==> src/rtl/pixel_writer_pkg.sv <==
// pixel_writer_pkg: shared screen geometry, widths, FSM encoding and address helper.
package pixel_writer_pkg;
    localparam int XMAX = 160;
    localparam int YMAX = 120;
    localparam int FB_AW = 15;
    localparam int CW = 3;
    localparam int XW = 8;
    localparam int YW = 7;
    localparam int PW = XW + YW + CW;

    typedef enum logic [1:0] {
        RUN   = 2'd0,
        FLUSH = 2'd1,
        CLEAR = 2'd2,
        DONE  = 2'd3
    } state_t;

    // y*160 + x without a multiplier
    function automatic logic [FB_AW-1:0] lin_addr(input logic [XW-1:0] x, input logic [YW-1:0] y);
        logic [FB_AW-1:0] yy;
        yy = FB_AW'(y);
        return (yy << 7) + (yy << 5) + FB_AW'(x);
    endfunction
endpackage

==> src/rtl/pixel_writer_if.sv <==
// pixel_writer_if: plot stream, clear control and frame-buffer write port of pixel_writer.
interface pixel_writer_if;
    import pixel_writer_pkg::*;
    logic plot;
    logic [XW-1:0] x;
    logic [YW-1:0] y;
    logic [CW-1:0] colour;
    logic in_ready;
    logic clear_req;
    logic clear_done;
    logic [FB_AW-1:0] fb_addr;
    logic [CW-1:0] fb_data;
    logic fb_we;
    logic fb_ready;
    logic [7:0] dropped;

    modport master (
        output plot, x, y, colour, clear_req, fb_ready,
        input  in_ready, clear_done, fb_addr, fb_data, fb_we, dropped
    );
    modport slave (
        input  plot, x, y, colour, clear_req, fb_ready,
        output in_ready, clear_done, fb_addr, fb_data, fb_we, dropped
    );
endinterface

==> src/rtl/pixel_writer_plot_fifo.sv <==
// plot_fifo: synchronous FIFO with pointer-plus-wrap-bit full/empty and show-ahead read.
module plot_fifo #(
    parameter int DEPTH = 4,
    parameter int W = 18
) (
    input  logic         clk,
    input  logic         r_set,
    input  logic         push,
    input  logic         pop,
    input  logic [W-1:0] din,
    output logic [W-1:0] dout,
    output logic         full,
    output logic         empty
);
    localparam int AW = $clog2(DEPTH);
    logic [W-1:0] mem [DEPTH];
    logic [AW:0] wp, rp;

    assign empty = wp == rp;
    assign full = (wp ^ rp) == {1'b1, {AW{1'b0}}};
    assign dout = mem[rp[AW-1:0]];

    always_ff @(posedge clk or posedge r_set) begin
        if (r_set) begin
            wp <= '0;
            rp <= '0;
        end else begin
            if (push && !full) wp <= wp + (AW+1)'(1);
            if (pop && !empty) rp <= rp + (AW+1)'(1);
        end
    end

    always_ff @(posedge clk) begin
        if (push && !full) mem[wp[AW-1:0]] <= din;
    end
endmodule

==> src/rtl/pixel_writer.sv <==
// pixel_writer: queues plots, writes them to the 160x120 frame buffer and runs the clear sweep.
module pixel_writer #(
    parameter int DEPTH = 4,
    parameter int XMAX = pixel_writer_pkg::XMAX,
    parameter int YMAX = pixel_writer_pkg::YMAX,
    parameter logic [2:0] CLEAR_COLOUR = 3'b000
) (
    input logic clk,
    input logic r_set,
    pixel_writer_if.slave bus
);
    import pixel_writer_pkg::*;

    localparam logic [FB_AW-1:0] LAST = FB_AW'(XMAX * YMAX - 1);

    state_t state;
    logic [FB_AW-1:0] cnt;
    logic [PW-1:0] fifo_dout;
    logic full, empty, accept, on_screen, push, pop, out_free;

    assign out_free = !bus.fb_we || bus.fb_ready;
    // clear_done term holds in_ready low for the pulse cycle so it rises just after it
    assign bus.in_ready = !r_set && state == RUN && !full && !bus.clear_done;
    assign accept = bus.plot && bus.in_ready;
    assign on_screen = 32'(bus.x) < XMAX && 32'(bus.y) < YMAX;
    assign push = accept && on_screen;
    assign pop = !empty && out_free && (state == RUN || state == FLUSH);

    plot_fifo #(.DEPTH(DEPTH), .W(PW)) u_fifo (
        .clk(clk),
        .r_set(r_set),
        .push(push),
        .pop(pop),
        .din({bus.x, bus.y, bus.colour}),
        .dout(fifo_dout),
        .full(full),
        .empty(empty)
    );

    always_ff @(posedge clk or posedge r_set) begin
        if (r_set) begin
            state <= RUN;
            cnt <= '0;
            bus.fb_we <= 1'b0;
            bus.fb_addr <= '0;
            bus.fb_data <= '0;
            bus.clear_done <= 1'b0;
            bus.dropped <= '0;
        end else begin
            bus.clear_done <= 1'b0;
            if (accept && !on_screen && bus.dropped != 8'hff) bus.dropped <= bus.dropped + 8'd1;
            if (bus.fb_we && bus.fb_ready) bus.fb_we <= 1'b0;
            if (pop) begin
                bus.fb_we <= 1'b1;
                bus.fb_addr <= lin_addr(fifo_dout[PW-1 -: XW], fifo_dout[CW +: YW]);
                bus.fb_data <= fifo_dout[CW-1:0];
            end
            case (state)
                RUN: if (bus.clear_req) state <= FLUSH;
                FLUSH: if (empty && out_free) begin
                    state <= CLEAR;
                    cnt <= '0;
                end
                CLEAR: if (out_free) begin
                    bus.fb_we <= 1'b1;
                    bus.fb_addr <= cnt;
                    bus.fb_data <= CLEAR_COLOUR;
                    cnt <= cnt + FB_AW'(1);
                    if (cnt == LAST) state <= DONE;
                end
                DONE: if (bus.fb_we && bus.fb_ready) begin
                    bus.clear_done <= 1'b1;
                    state <= RUN;
                end
            endcase
        end
    end
endmodule

==> src/flat_wrapper.sv <==
// flat-port wrapper written by rule: the top's interface ports become plain ports
module pixel_writer_flat import pixel_writer_pkg::*;
#(
    parameter int DEPTH = 4,
    parameter int XMAX = pixel_writer_pkg::XMAX,
    parameter int YMAX = pixel_writer_pkg::YMAX,
    parameter logic [2:0] CLEAR_COLOUR = 3'b000
)
  (clk, r_set, bus_plot, bus_x, bus_y, bus_colour, bus_clear_req, bus_fb_ready, bus_in_ready, bus_clear_done, bus_fb_addr, bus_fb_data, bus_fb_we, bus_dropped);
  pixel_writer_if bus_i ();
  input logic clk;
  input logic r_set;
  input wire logic [$bits(bus_i.plot)-1:0] bus_plot;
  input wire logic [$bits(bus_i.x)-1:0] bus_x;
  input wire logic [$bits(bus_i.y)-1:0] bus_y;
  input wire logic [$bits(bus_i.colour)-1:0] bus_colour;
  input wire logic [$bits(bus_i.clear_req)-1:0] bus_clear_req;
  input wire logic [$bits(bus_i.fb_ready)-1:0] bus_fb_ready;
  output wire logic [$bits(bus_i.in_ready)-1:0] bus_in_ready;
  output wire logic [$bits(bus_i.clear_done)-1:0] bus_clear_done;
  output wire logic [$bits(bus_i.fb_addr)-1:0] bus_fb_addr;
  output wire logic [$bits(bus_i.fb_data)-1:0] bus_fb_data;
  output wire logic [$bits(bus_i.fb_we)-1:0] bus_fb_we;
  output wire logic [$bits(bus_i.dropped)-1:0] bus_dropped;
  assign bus_i.plot = bus_plot;
  assign bus_i.x = bus_x;
  assign bus_i.y = bus_y;
  assign bus_i.colour = bus_colour;
  assign bus_i.clear_req = bus_clear_req;
  assign bus_i.fb_ready = bus_fb_ready;
  assign bus_in_ready = bus_i.in_ready;
  assign bus_clear_done = bus_i.clear_done;
  assign bus_fb_addr = bus_i.fb_addr;
  assign bus_fb_data = bus_i.fb_data;
  assign bus_fb_we = bus_i.fb_we;
  assign bus_dropped = bus_i.dropped;
  pixel_writer #(.DEPTH(DEPTH), .XMAX(XMAX), .YMAX(YMAX), .CLEAR_COLOUR(CLEAR_COLOUR)) u_core (.clk(clk), .r_set(r_set), .bus(bus_i));
endmodule
==> config.mk <==
export PLATFORM = sky130hd
export DESIGN_NAME = pixel_writer_flat
export DESIGN_NICKNAME = d
export VERILOG_FILES = /design/src/rtl/pixel_writer_pkg.sv /design/src/rtl/pixel_writer_if.sv /design/src/rtl/pixel_writer_plot_fifo.sv /design/src/rtl/pixel_writer.sv /design/src/flat_wrapper.sv
export SDC_FILE = /design/constraint.sdc
export NUM_CORES = 1
export LEC_CHECK = 0
export BUFFER_PORTS_ARGS = -buffer_cell sky130_fd_sc_hd__buf_2
export CORE_MARGIN = 5
export CORE_UTILIZATION = 59
export CTS_CLUSTER_SIZE = 8
export DETAILED_ROUTE_END_ITERATION = 10
export GPL_TIMING_DRIVEN = 0
export PLACE_DENSITY = 0.82
export SYNTH_ARGS = -nofsm -noshare
export SYNTH_HDL_FRONTEND = slang
export SYNTH_SLANG_ARGS = --single-unit
==> constraint.sdc <==
create_clock -name clk -period 4.8 [get_ports clk]
set_input_delay 0.72 -clock clk [delete_from_list [all_inputs] [get_ports clk]]
set_output_delay 0.72 -clock clk [all_outputs]
set_load 0.02 [all_outputs]
==> results of run 1 <==
## kinds of logic after synthesis
group	count (synthesis)	synth area share (%)
and+or+nand+nor	117	9.64
buffers and inverters	31	2.20
DFF	123	60.5
AOI/OAI and AO/OA	75	8.94
adders and majority gates	26	5.99
xor gates and xnor gates	30	5.02
muxes	21	7.73
## sequential cells by signal, indices dropped and copies added, names as in the netlist, named ones only
register / flops
u_core.state: 2
u_core.bus.fb_we: 1
u_core.bus.fb_data: 3
u_core.u_fifo.wp: 3
u_core.bus.fb_addr: 12
u_core.u_fifo.rp: 3
u_core.u_fifo.mem: 72
u_core.bus.dropped: 8
u_core.bus.clear_done: 1
u_core.cnt: 15
## metrics by stage
| step | cells | utilization [%] | hold slack [ns] |
|---|---|---|---|
| global route | 636 | 71.4 | 0.149 |
| CTS | 636 | 71.4 | 0.125 |
| detailed placement | 604 | 65.6 | 0.482 |
| finish | 636 | 71.4 | 0.144 |
| floorplan | 423 | - | 0.488 |
| global placement | 603 | 65.4 | 0.479 |
## worst max path at each step
stage / slack (ns) / endpoint / depth (start not counted) / startpoint
6_report: 0.71 / flop / 12 / u_core.u_fifo.rp[1]$_DFFE_PP0P_
2_1_floorplan: 1.37 / flop / 11 / u_core.u_fifo.rp[0]$_DFFE_PP0P_
3_5_place_dp: 0.78 / flop / 12 / u_core.u_fifo.rp[1]$_DFFE_PP0P_
3_3_place_gp: 0.81 / flop / 12 / u_core.u_fifo.rp[1]$_DFFE_PP0P_
4_1_cts: 0.70 / flop / 12 / u_core.u_fifo.rp[1]$_DFFE_PP0P_
5_1_grt: 0.45 / flop / 12 / u_core.u_fifo.rp[1]$_DFFE_PP0P_
## per-layer routing
metal / routed length [µm] / track usage (%)
met5: 0 / 0
met4: 271 / 9.20
met3: 878 / 6.27
met2: 5960 / 37.1
met1: 4670 / 28.0
## worst max-delay path: cells and delay by family, from the launching register on
family / cells / cell delay (ns)
AOI/OAI and AO/OA: 4 / 0.79
adders and majority gates: 2 / 1.01
buffers and inverters: 4 / 1.25
xor gates and xnor gates: 1 / 0.12
DFF: 1 / 0.45
muxes: 1 / 0.36
## layout make-up
| class | count | area, µm² |
|---|---|---|
| inverter | 17 | 63.8 |
| sequential | 123 | 3440 |
| fill | 616 | 2660 |
| timing repair buffer | 52 | 275 |
| multi-input combinational | 269 | 2120 |
| clock buffer | 17 | 414 |
| buffer | 14 | 61.3 |
| clock inverter | 15 | 129 |
| tap | 129 | 161 |
## synthesized netlist by cell type, types with 2 or more instances
library cell   n  area [µm²]
edfxtp_1      72        2160
dfrtp_1       51        1280
nand2_1       50         188
nor2_1        26        97.6
ha_1          24         300
xor2_1        19         166
mux4_2        18         405
inv_1         17        63.8
a21oi_1       16        80.1
o21ai_0       16        80.1
a31oi_1       14        87.6
clkbuf_1       9        33.8
nand3_1        8        40.0
xnor2_1        8        70.1
or3_1          6        37.5
and2_1         5        31.3
nor3_1         5        25.0
and3_1         4        25.0
buf_2          4        20.0
o2111ai_1      4        35.0
a21o_1         3        22.5
mux2_2         3        33.8
nor3b_1        3        22.5
o211ai_1       3        22.5
o31ai_1        3        22.5
xnor2_2        3        48.8
a211oi_1       2        15.0
a22o_1         2        17.5
fa_1           2        40.0
nand4_1        2        12.5
nor2b_1        2        12.5
o311ai_0       2        17.5
## power groups by stage
stage | logic (mW) | clock network [mW] | registers, mW
floorplan | 1.35 | 0 | 1.52
global placement | 1.89 | 0 | 1.43
detailed placement | 1.95 | 0 | 1.44
CTS | 1.99 | 1.17 | 1.42
global route | 2.21 | 1.23 | 1.44
finish | 1.98 | 1.16 | 1.42
==> flow_metrics.env, run 1 <==
export IMPL_status="finished, final reports clean"
export IMPL_drive_gt1_share_pct=23.5
export IMPL_hpwl_mm=7.87
export IMPL_clkSinkCount=123
export IMPL_drt_wirelength_per_cell_um=18.5
export IMPL_maxCapViolations=0
export IMPL_globalRouteOverflowTotal=0
export IMPL_synth_edf_count=72
export IMPL_cp_max_fo=10
export IMPL_r2r_start="u_core.u_fifo.rp[1]$_DFFE_PP0P_"
export IMPL_dieArea_mm2=0.0117
export IMPL_dpl_instance_area_mm2=0.00612
export IMPL_slowest_stage="clkbuf_1"
export IMPL_synthArstFlopShare_pct=41.5
export IMPL_syn_area_per_cell_um2=13.4
export IMPL_start_util_pct=60.9
export IMPL_skew_ns=0.0101
export IMPL_min_path_type="in -> async"
export IMPL_tightestPinTransition_ns=0.987
export IMPL_htree_num_levels=4
export IMPL_yosysWarnings=0
export IMPL_rows=35
export IMPL_synth_nets=472
export IMPL_pwr_share_comb_pct=43.5
export IMPL_rsz0062_at_grt="no"
export IMPL_ys_ff_latch=123
export IMPL_min_period_over_period_pct=85.2
export IMPL_fmax_mhz=245
export IMPL_p_seq_share_pct=31.1
export IMPL_cts_tree="yes"
export IMPL_ios=52
export IMPL_fin_crit_ns=4.09
export IMPL_hold_violations=0
export IMPL_fin_setup_tns_ns=0
export IMPL_via_per_inst=5.96
export IMPL_layout_commonest_cell="edfxtp_1"
export IMPL_p_total_mw=4.56
export IMPL_ctsResizeCount=0
export IMPL_irDropWorstVdd_mv=0.418
export IMPL_pwr_share_clk_pct=25.4
export IMPL_reg2reg_slack_ns=0.71
export IMPL_post_route_drc_count=0
export IMPL_clk_pin_slew_ns=0.06
export IMPL_grt_start_max_net_pins=41
export IMPL_path_cells="clkbuf_1 -> clkbuf_1 -> mux4_2 -> inv_1 -> fa_1 -> inv_1 -> fa_1 -> a211oi_1 -> o21ai_0 -> o21ai_0 -> xor2_1 -> o311ai_0"
export IMPL_place_congestion=0.950
export IMPL_synthCells=423
export IMPL_hold_buffers=0
export IMPL_cts_max_path_buffers=2
export IMPL_wl_mm=11.8
export IMPL_maxSlewViolCount=0
export IMPL_required_ns=5.21
export IMPL_finalWorstSetupSlack_ns=0.711
export IMPL_clkLatencyLatePin_ns=0.53
export IMPL_final_antenna_net_count=0
export IMPL_fp_dieW_um=108
export IMPL_setup_viol=0
export IMPL_grt_use_total_pct=22.4
export IMPL_slew_headroom_pct=34.2
export IMPL_nets=543
export IMPL_chipHeight_um=108
export IMPL_core_area_mm2=0.00933
export IMPL_power_net_switching_mw=1.84
export IMPL_grt_pass1_wl_mm=19.6
export IMPL_grt_pass1_vias=3865
export IMPL_post_cts_buffers=0
export IMPL_leakage_nw=2.72
export IMPL_cts_buffers=17
export IMPL_design_area_mm2=0.00666
export IMPL_syn_to_final_growth_pct=17.2
export IMPL_synth_cell_type_count=49
export IMPL_end_kind="flop"
export IMPL_crit_arrival_ns=4.50
export IMPL_synth_flop_cell="edfxtp_1"
export IMPL_synth_seq_area_share_pct=60.5
export IMPL_final_cell_mix="edfxtp_1, buf_2, dfrtp_1"
export IMPL_start_kind="flop"
export IMPL_drtIter0Drc=299
export IMPL_reg2reg_depth=12
export IMPL_swShare_pct=40.2
export IMPL_antenna_found_initial=0
export IMPL_clock_root_buffer="clkbuf_8"
export IMPL_dr_pass1_iters=6
export IMPL_intPower_mw=2.73
export IMPL_antenna_cells=0
export IMPL_power_per_cell_area_mw_per_mm2=685
export IMPL_dp_slack_ns=0.779
export IMPL_synthesis_area_mm2=0.00568
export IMPL_vias=3793
export IMPL_critPathKind="reg -> reg"
export IMPL_critical_path_max_stage_delay_ns=0.58
export IMPL_port_buffers=51
No activity file was read; power rests on OpenSTA's default activity.
==> run 2, diff against run 1 <==
--- a/config.mk
+++ b/config.mk
@@ -5,6 +5,7 @@
 export SDC_FILE = /design/constraint.sdc
 export NUM_CORES = 1
 export LEC_CHECK = 0
+export ABC_AREA = 1
 export BUFFER_PORTS_ARGS = -buffer_cell sky130_fd_sc_hd__buf_2
 export CORE_MARGIN = 5
 export CORE_UTILIZATION = 59
==> run 2 against run 1 <==
- register-to-register slack gained 0.74 ns
- sequential power about the same
- worst setup slack improved by 0.74 ns
- clock skew about the same
- core utilization decreased by 1.3 points
- first-iteration DRC count fell by 7.0%
- global-route usage is 0.77 points higher
- clock-buffer cell count grew 2
- largest cell class unchanged
- die area is 6.9% higher
==> flow_metrics.env, run 2 <==
export IMPL_fmax_mhz=299
export IMPL_maxSlewViolCount=0
export IMPL_reg2reg_depth=14
export IMPL_cp_max_fo=10
export IMPL_clock_root_buffer="clkbuf_8"
export IMPL_pwr_share_clk_pct=23.3
export IMPL_drtIter0Drc=278
export IMPL_clkSinkCount=123
export IMPL_pwr_share_comb_pct=47.9
export IMPL_m1WireLength_mm=5.72
export IMPL_clk_pin_slew_ns=0.06
export IMPL_path_delay_family="adder cells"
export IMPL_slowest_stage="fa_1"
export IMPL_yosysWarnings=0
export IMPL_critPathCapture="u_core.bus.fb_addr[10]$_DFF_PP0_"
export IMPL_critical_path_max_stage_delay_ns=0.55
export IMPL_synthCells=633
export IMPL_min_period_over_period_pct=69.8
export IMPL_dieArea_mm2=0.0125
export IMPL_port_buffers=51
export IMPL_synthArstFlopShare_pct=41.5
export IMPL_layout_commonest_cell="nand2_1"
export IMPL_ctsResizeCount=0
export IMPL_start_kind="flop"
export IMPL_synth_flop_cell="edfxtp_1"
export IMPL_r2r_end="u_core.bus.fb_addr[10]$_DFF_PP0_"
export IMPL_hold_violations=0
export IMPL_fin_setup_tns_ns=0
export IMPL_r2r_start="u_core.u_fifo.rp[0]$_DFFE_PP0P_"
export IMPL_drive_gt1_share_pct=17.5
export IMPL_wl_mm=13.7
export IMPL_end_kind="flop"
export IMPL_finalWorstSetupSlack_ns=1.45
export IMPL_core_area_mm2=0.0102
export IMPL_htree_num_levels=4
export IMPL_grt_pass1_vias=4778
export IMPL_hold_buffers=0
export IMPL_critPathKind="reg -> reg"
export IMPL_fin_crit_ns=3.35
export IMPL_final_cell_mix="nand2_1, edfxtp_1, nor2_1"
export IMPL_cts_tree="yes"
export IMPL_final_antenna_net_count=0
export IMPL_grt_start_max_net_pins=34
export IMPL_rows=37
export IMPL_syn_area_per_cell_um2=9.66
export IMPL_via_per_inst=5.50
export IMPL_antenna_found_initial=0
export IMPL_syn_to_final_growth_pct=17.3
export IMPL_p_seq_share_pct=28.8
export IMPL_vias=4710
export IMPL_reg2reg_slack_ns=1.45
export IMPL_place_congestion=0.937
export IMPL_nets=757
export IMPL_drt_wirelength_per_cell_um=16.0
export IMPL_swShare_pct=42.9
export IMPL_synth_nets=682
export IMPL_synth_cell_type_count=36
export IMPL_post_cts_buffers=0
export IMPL_synth_edf_count=72
export IMPL_rsz0062_at_grt="no"
export IMPL_crit_arrival_ns=3.79
export IMPL_intPower_mw=2.82
export IMPL_power_net_switching_mw=2.12
export IMPL_synth_seq_area_share_pct=56.2
export IMPL_chipHeight_um=112
export IMPL_path_buf_inv=5
export IMPL_dr_max_layer_used="met4"
export IMPL_antenna_cells=0
export IMPL_path_cells="inv_1 -> buf_2 -> clkbuf_1 -> nand2_1 -> a32oi_1 -> inv_1 -> fa_1 -> inv_1 -> fa_1 -> nand3_1 -> nand2_1 -> xor2_1 -> nand2_1 -> a22oi_1"
export IMPL_largest_register_ffs=72
export IMPL_ios=52
export IMPL_tightestPinTransition_ns=0.895
export IMPL_post_route_drc_count=0
export IMPL_fp_dieW_um=112
export IMPL_slew_headroom_pct=39.7
export IMPL_hpwl_mm=9.65
export IMPL_status="finished, final reports clean"
export IMPL_cts_buffers=17
export IMPL_globalRouteOverflowTotal=0
export IMPL_maxCapViolations=0
export IMPL_synth_area_leaders="edfxtp_1, dfrtp_1, nand2_1, ha_1, nor2_1"
export IMPL_setup_viol=0
export IMPL_synth_most_common_cell="nand2_1"
export IMPL_met3_length_um=742
export IMPL_min_path_type="in -> async"
export IMPL_dr_pass1_iters=5
export IMPL_power_per_cell_area_mw_per_mm2=688
export IMPL_cp_num_cells=14
export IMPL_clkLatencyLatePin_ns=0.53
export IMPL_dr_wl_met2_mm=6.84
export IMPL_cts_max_path_buffers=2
export IMPL_synth_top_area_share_pct=35.3
export IMPL_yosysTopAreaCell="edfxtp_1"
export IMPL_synthesis_area_mm2=0.00612
export IMPL_ys_top_cells_by_count="nand2_1, edfxtp_1, nor2_1"
export IMPL_startpoint="u_core.u_fifo.rp[0]$_DFFE_PP0P_"
export IMPL_irDropWorstVdd_mv=0.393
export IMPL_dp_slack_ns=1.46
export IMPL_grt_use_total_pct=23.2
export IMPL_ys_ff_latch=123
export IMPL_leakage_nw=3.09
export IMPL_grt_pass1_wl_mm=23.0
export IMPL_skew_ns=0.00998
export IMPL_required_ns=5.24
export IMPL_start_util_pct=59.8
==> run 2: final cells by class <==
cell class / count / area (µm²)
Tap cell: 136 / 170
Clock inverter: 13 / 119
Fill cell: 722 / 3060
Timing Repair Buffer: 56 / 335
Multi-Input combinational cell: 437 / 2370
Buffer: 21 / 125
Inverter: 52 / 198
Sequential cell: 123 / 3440
Clock buffer: 19 / 422
==> run 2: kinds of logic after synthesis <==
group / Yosys count / share of synthesized area [%]
AND/OR/NAND/NOR: 291 / 20.6
flip-flops: 123 / 56.2
AO/OA/AOI/OAI: 99 / 9.04
buffers and inverters: 73 / 5.28
adder cells (fa/ha/maj): 26 / 5.56
XOR/XNOR: 21 / 3.31
==> run 2: layer usage <==
metal  GRT usage, %  up-vias
met1           28.0     2244
li1               -     2282
met5              0        -
met3           6.25       37
met4           11.6        0
met2           38.4      147
==> run 2: worst min-delay path by stage <==
stage | from | endpoint | slack, ns
6_report | r_set | u_core.u_fifo.wp[0]$_DFFE_PP0P_ | 0.20
5_1_grt | r_set | u_core.bus.dropped[7]$_DFFE_PP0P_ | 0.23
4_1_cts | r_set | u_core.bus.dropped[4]$_DFFE_PP0P_ | 0.19
2_1_floorplan | u_core.cnt[13]$_DFFE_PP0P_ | u_core.cnt[13]$_DFFE_PP0P_ | 0.48
3_3_place_gp | u_core.cnt[13]$_DFFE_PP0P_ | u_core.cnt[13]$_DFFE_PP0P_ | 0.50
3_5_place_dp | u_core.cnt[13]$_DFFE_PP0P_ | u_core.cnt[13]$_DFFE_PP0P_ | 0.50
==> run 2: metrics by stage <==
step / util [%] / std cells / hold WS [ns] / power [mW] / area [µm²]
3_3_place_gp: 63.9 / 820 / 0.496 / 3.67 / 6540
2_1_floorplan: - / 633 / 0.478 / 3.15 / 6120
6_report: 70.1 / 857 / 0.200 / 4.94 / 7170
4_1_cts: 70.1 / 857 / 0.190 / 4.95 / 7170
5_1_grt: 70.1 / 857 / 0.226 / 5.32 / 7170
3_5_place_dp: 64.8 / 825 / 0.499 / 3.78 / 6630
==> run 2: power groups by stage <==
stage                     Combinational (mW)  Sequential [mW]  Clock, mW
after floorplan                         1.63             1.52          0
after global placement                  2.24             1.43          0
after detailed placement                2.34             1.44          0
after CTS                               2.36             1.42       1.17
after global routing                    2.66             1.44       1.22
final                                   2.36             1.42       1.15
==> run 3, diff against run 2 <==
--- a/config.mk
+++ b/config.mk
@@ -5,7 +5,7 @@
 export SDC_FILE = /design/constraint.sdc
 export NUM_CORES = 1
 export LEC_CHECK = 0
-export ABC_AREA = 1
+export ABC_AREA = 0
 export BUFFER_PORTS_ARGS = -buffer_cell sky130_fd_sc_hd__buf_2
 export CORE_MARGIN = 5
 export CORE_UTILIZATION = 59
==> constraint.sdc (replaced) <==
create_clock -name clk -period 3.4 [get_ports clk]
set_input_delay 0.51 -clock clk [delete_from_list [all_inputs] [get_ports clk]]
set_output_delay 0.51 -clock clk [all_outputs]
set_load 0.02 [all_outputs]
==> run 3 against run 2 <==
- worst hold slack gained 0.0037 ns
- largest power group unchanged
- via count shrank 22%
- global-route usage fell by 1.6 points
==> flow_metrics.env, run 3 (synthesis gave the netlist of run 1 again) <==
export IMPL_drive_gt1_share_pct=24.7
export IMPL_chipHeight_um=108
export IMPL_fp_dieW_um=108
export IMPL_maxCapViolations=0
export IMPL_min_period_over_period_pct=94.9
export IMPL_grt_pass1_wl_mm=18.9
export IMPL_clk_pin_slew_ns=0.06
export IMPL_vias=3654
export IMPL_final_antenna_net_count=0
export IMPL_place_inst=604
export IMPL_critPathKind="reg -> reg"
export IMPL_cts_max_path_buffers=2
export IMPL_stdcell_count=635
export IMPL_status="finished, final reports clean"
export IMPL_drt_wirelength_per_cell_um=18.2
export IMPL_power_per_cell_area_mw_per_mm2=976
export IMPL_cp_max_fo=10
export IMPL_cts_tree="yes"
export IMPL_fmax_mhz=310
export IMPL_ios=52
export IMPL_clkLatencyLatePin_ns=0.52
export IMPL_clock_root_buffer="clkbuf_8"
export IMPL_syn_to_final_growth_pct=18.3
export IMPL_setup_viol=0
export IMPL_maxSlewViolCount=0
export IMPL_crit_arrival_ns=3.64
export IMPL_irDropWorstVdd_mv=0.587
export IMPL_clkSinkCount=123
export IMPL_dp_slack_ns=-0.645
export IMPL_dieArea_mm2=0.0117
export IMPL_start_kind="flop"
export IMPL_htree_num_levels=4
export IMPL_antenna_found_initial=0
export IMPL_leakage_nw=2.73
export IMPL_port_buffers=51
export IMPL_wl_mm=11.6
export IMPL_grt_pass1_vias=3800
export IMPL_rsz0062_at_grt="no"
export IMPL_hpwl_mm=7.88
export IMPL_post_cts_buffers=0
export IMPL_globalRouteOverflowTotal=0
export IMPL_place_congestion=0.883
export IMPL_start_util_pct=60.9
export IMPL_required_ns=3.81
export IMPL_finalWorstSetupSlack_ns=0.172
export IMPL_nets=543
export IMPL_post_route_drc_count=0
export IMPL_grt_use_total_pct=21.6
export IMPL_rows=35
export IMPL_core_area_mm2=0.00933
export IMPL_dr_pass1_iters=5
export IMPL_min_path_type="in -> reg"
export IMPL_slew_headroom_pct=36.1
export IMPL_antenna_cells=0
export IMPL_largest_register_ffs=72
export IMPL_grt_start_max_net_pins=37
export IMPL_drtIter0Drc=213
export IMPL_final_cell_mix="edfxtp_1, buf_2, nand2_1"
export IMPL_hold_violations=0
export IMPL_skew_ns=0.00599
export IMPL_via_per_inst=5.75
export IMPL_layout_commonest_cell="edfxtp_1"
export IMPL_cts_buffers=17
export IMPL_fin_crit_ns=3.23
export IMPL_end_kind="flop"
export IMPL_tightestPinTransition_ns=0.958
## run 3: changes by cell type in the layout (fill, tap and decap cells not counted), moves of 11 or more
cell and change:
inv_1 -32, mux4_2 +18, o21ai_1 -13, nor2_1 -39, nand2_1 -112, o21ai_0 -28
nand3_1 -21, a31oi_1 +11
## run 3: path summary, 6_finish.rpt
check / startpoint / to / slack, ns / cells after the start
setup / recovery: u_core.u_fifo.rp[1]$_DFFE_PP0P_ / flop / 0.17 / 12
hold / removal: bus_x[0] / u_core.u_fifo.mem[0][10]$_DFFE_PP_ / 0.20 / 1
setup reg to reg: u_core.u_fifo.rp[1]$_DFFE_PP0P_ / flop / 0.17 / 12
hold reg to reg: u_core.bus.dropped[5]$_DFFE_PP0P_ / u_core.bus.dropped[5]$_DFFE_PP0P_ / 0.49 / 1
max in group asynchronous: r_set / u_core.u_fifo.rp[0]$_DFFE_PP0P_ / 2.36 / 4
min in group asynchronous: r_set / u_core.bus.clear_done$_DFF_PP0_ / 0.53 / 3
## run 3: cell type report
cell class | count | area (µm²)
Fill cell | 585 | 2600
Timing Repair Buffer | 53 | 285
Multi-Input combinational cell | 269 | 2140
Buffer | 13 | 85.1
Tap cell | 129 | 161
Clock buffer | 17 | 414
Sequential cell | 123 | 3440
Inverter | 17 | 63.8
Clock inverter | 14 | 136
## run 3: critical path: stages, from the launching register on
cell and delay [ns]:
dfrtp_2 0.45, clkbuf_8 0.19, clkbuf_4 0.21, mux4_2 0.26, inv_1 0.06, fa_1 0.53
inv_1 0.07, fa_1 0.48, a211oi_1 0.26, o21ai_1 0.14, o21ai_2 0.11, xor2_2 0.11
o311ai_1 0.24
## run 3: per-stage QoR
step	util (%)	hold slack (ns)	total power [mW]	area, µm²	TNS (ns)
final	72.1	0.204	6.56	6720	0
after global routing	72.1	0.186	6.97	6720	0
after floorplan	-	0.488	4.06	5690	0
after CTS	71.9	0.180	6.53	6710	0
after global placement	65.4	0.478	4.68	6100	-2.46
after detailed placement	65.6	0.483	4.79	6120	-2.64
## run 3: metal layers
metal	wire length, µm	vias to the layer above	part of all wire, %	track usage (%)
met5	0	-	0	0
met4	188	0	1.6	7.94
met3	521	21	4.5	5.13
met2	5830	98	50	35.7
met1	5030	1816	43	27.9
li1	-	1719	-	-
## run 3: power by group
part	leakage (nW)	internal (mW)	switching (mW)
Clock	0.262	0.978	0.683
Sequential	1.30	1.82	0.191
Combinational	1.17	1.17	1.72
## run 3: repair_timing
action | CTS | global route
resized for setup | 12 | 5
hold buffers | 1 | 0
pin swaps | 0 | 1
endpoints found under the hold margin | 15 | 0
cloned | 0 | 0
setup endpoints to repair | 7 | 3
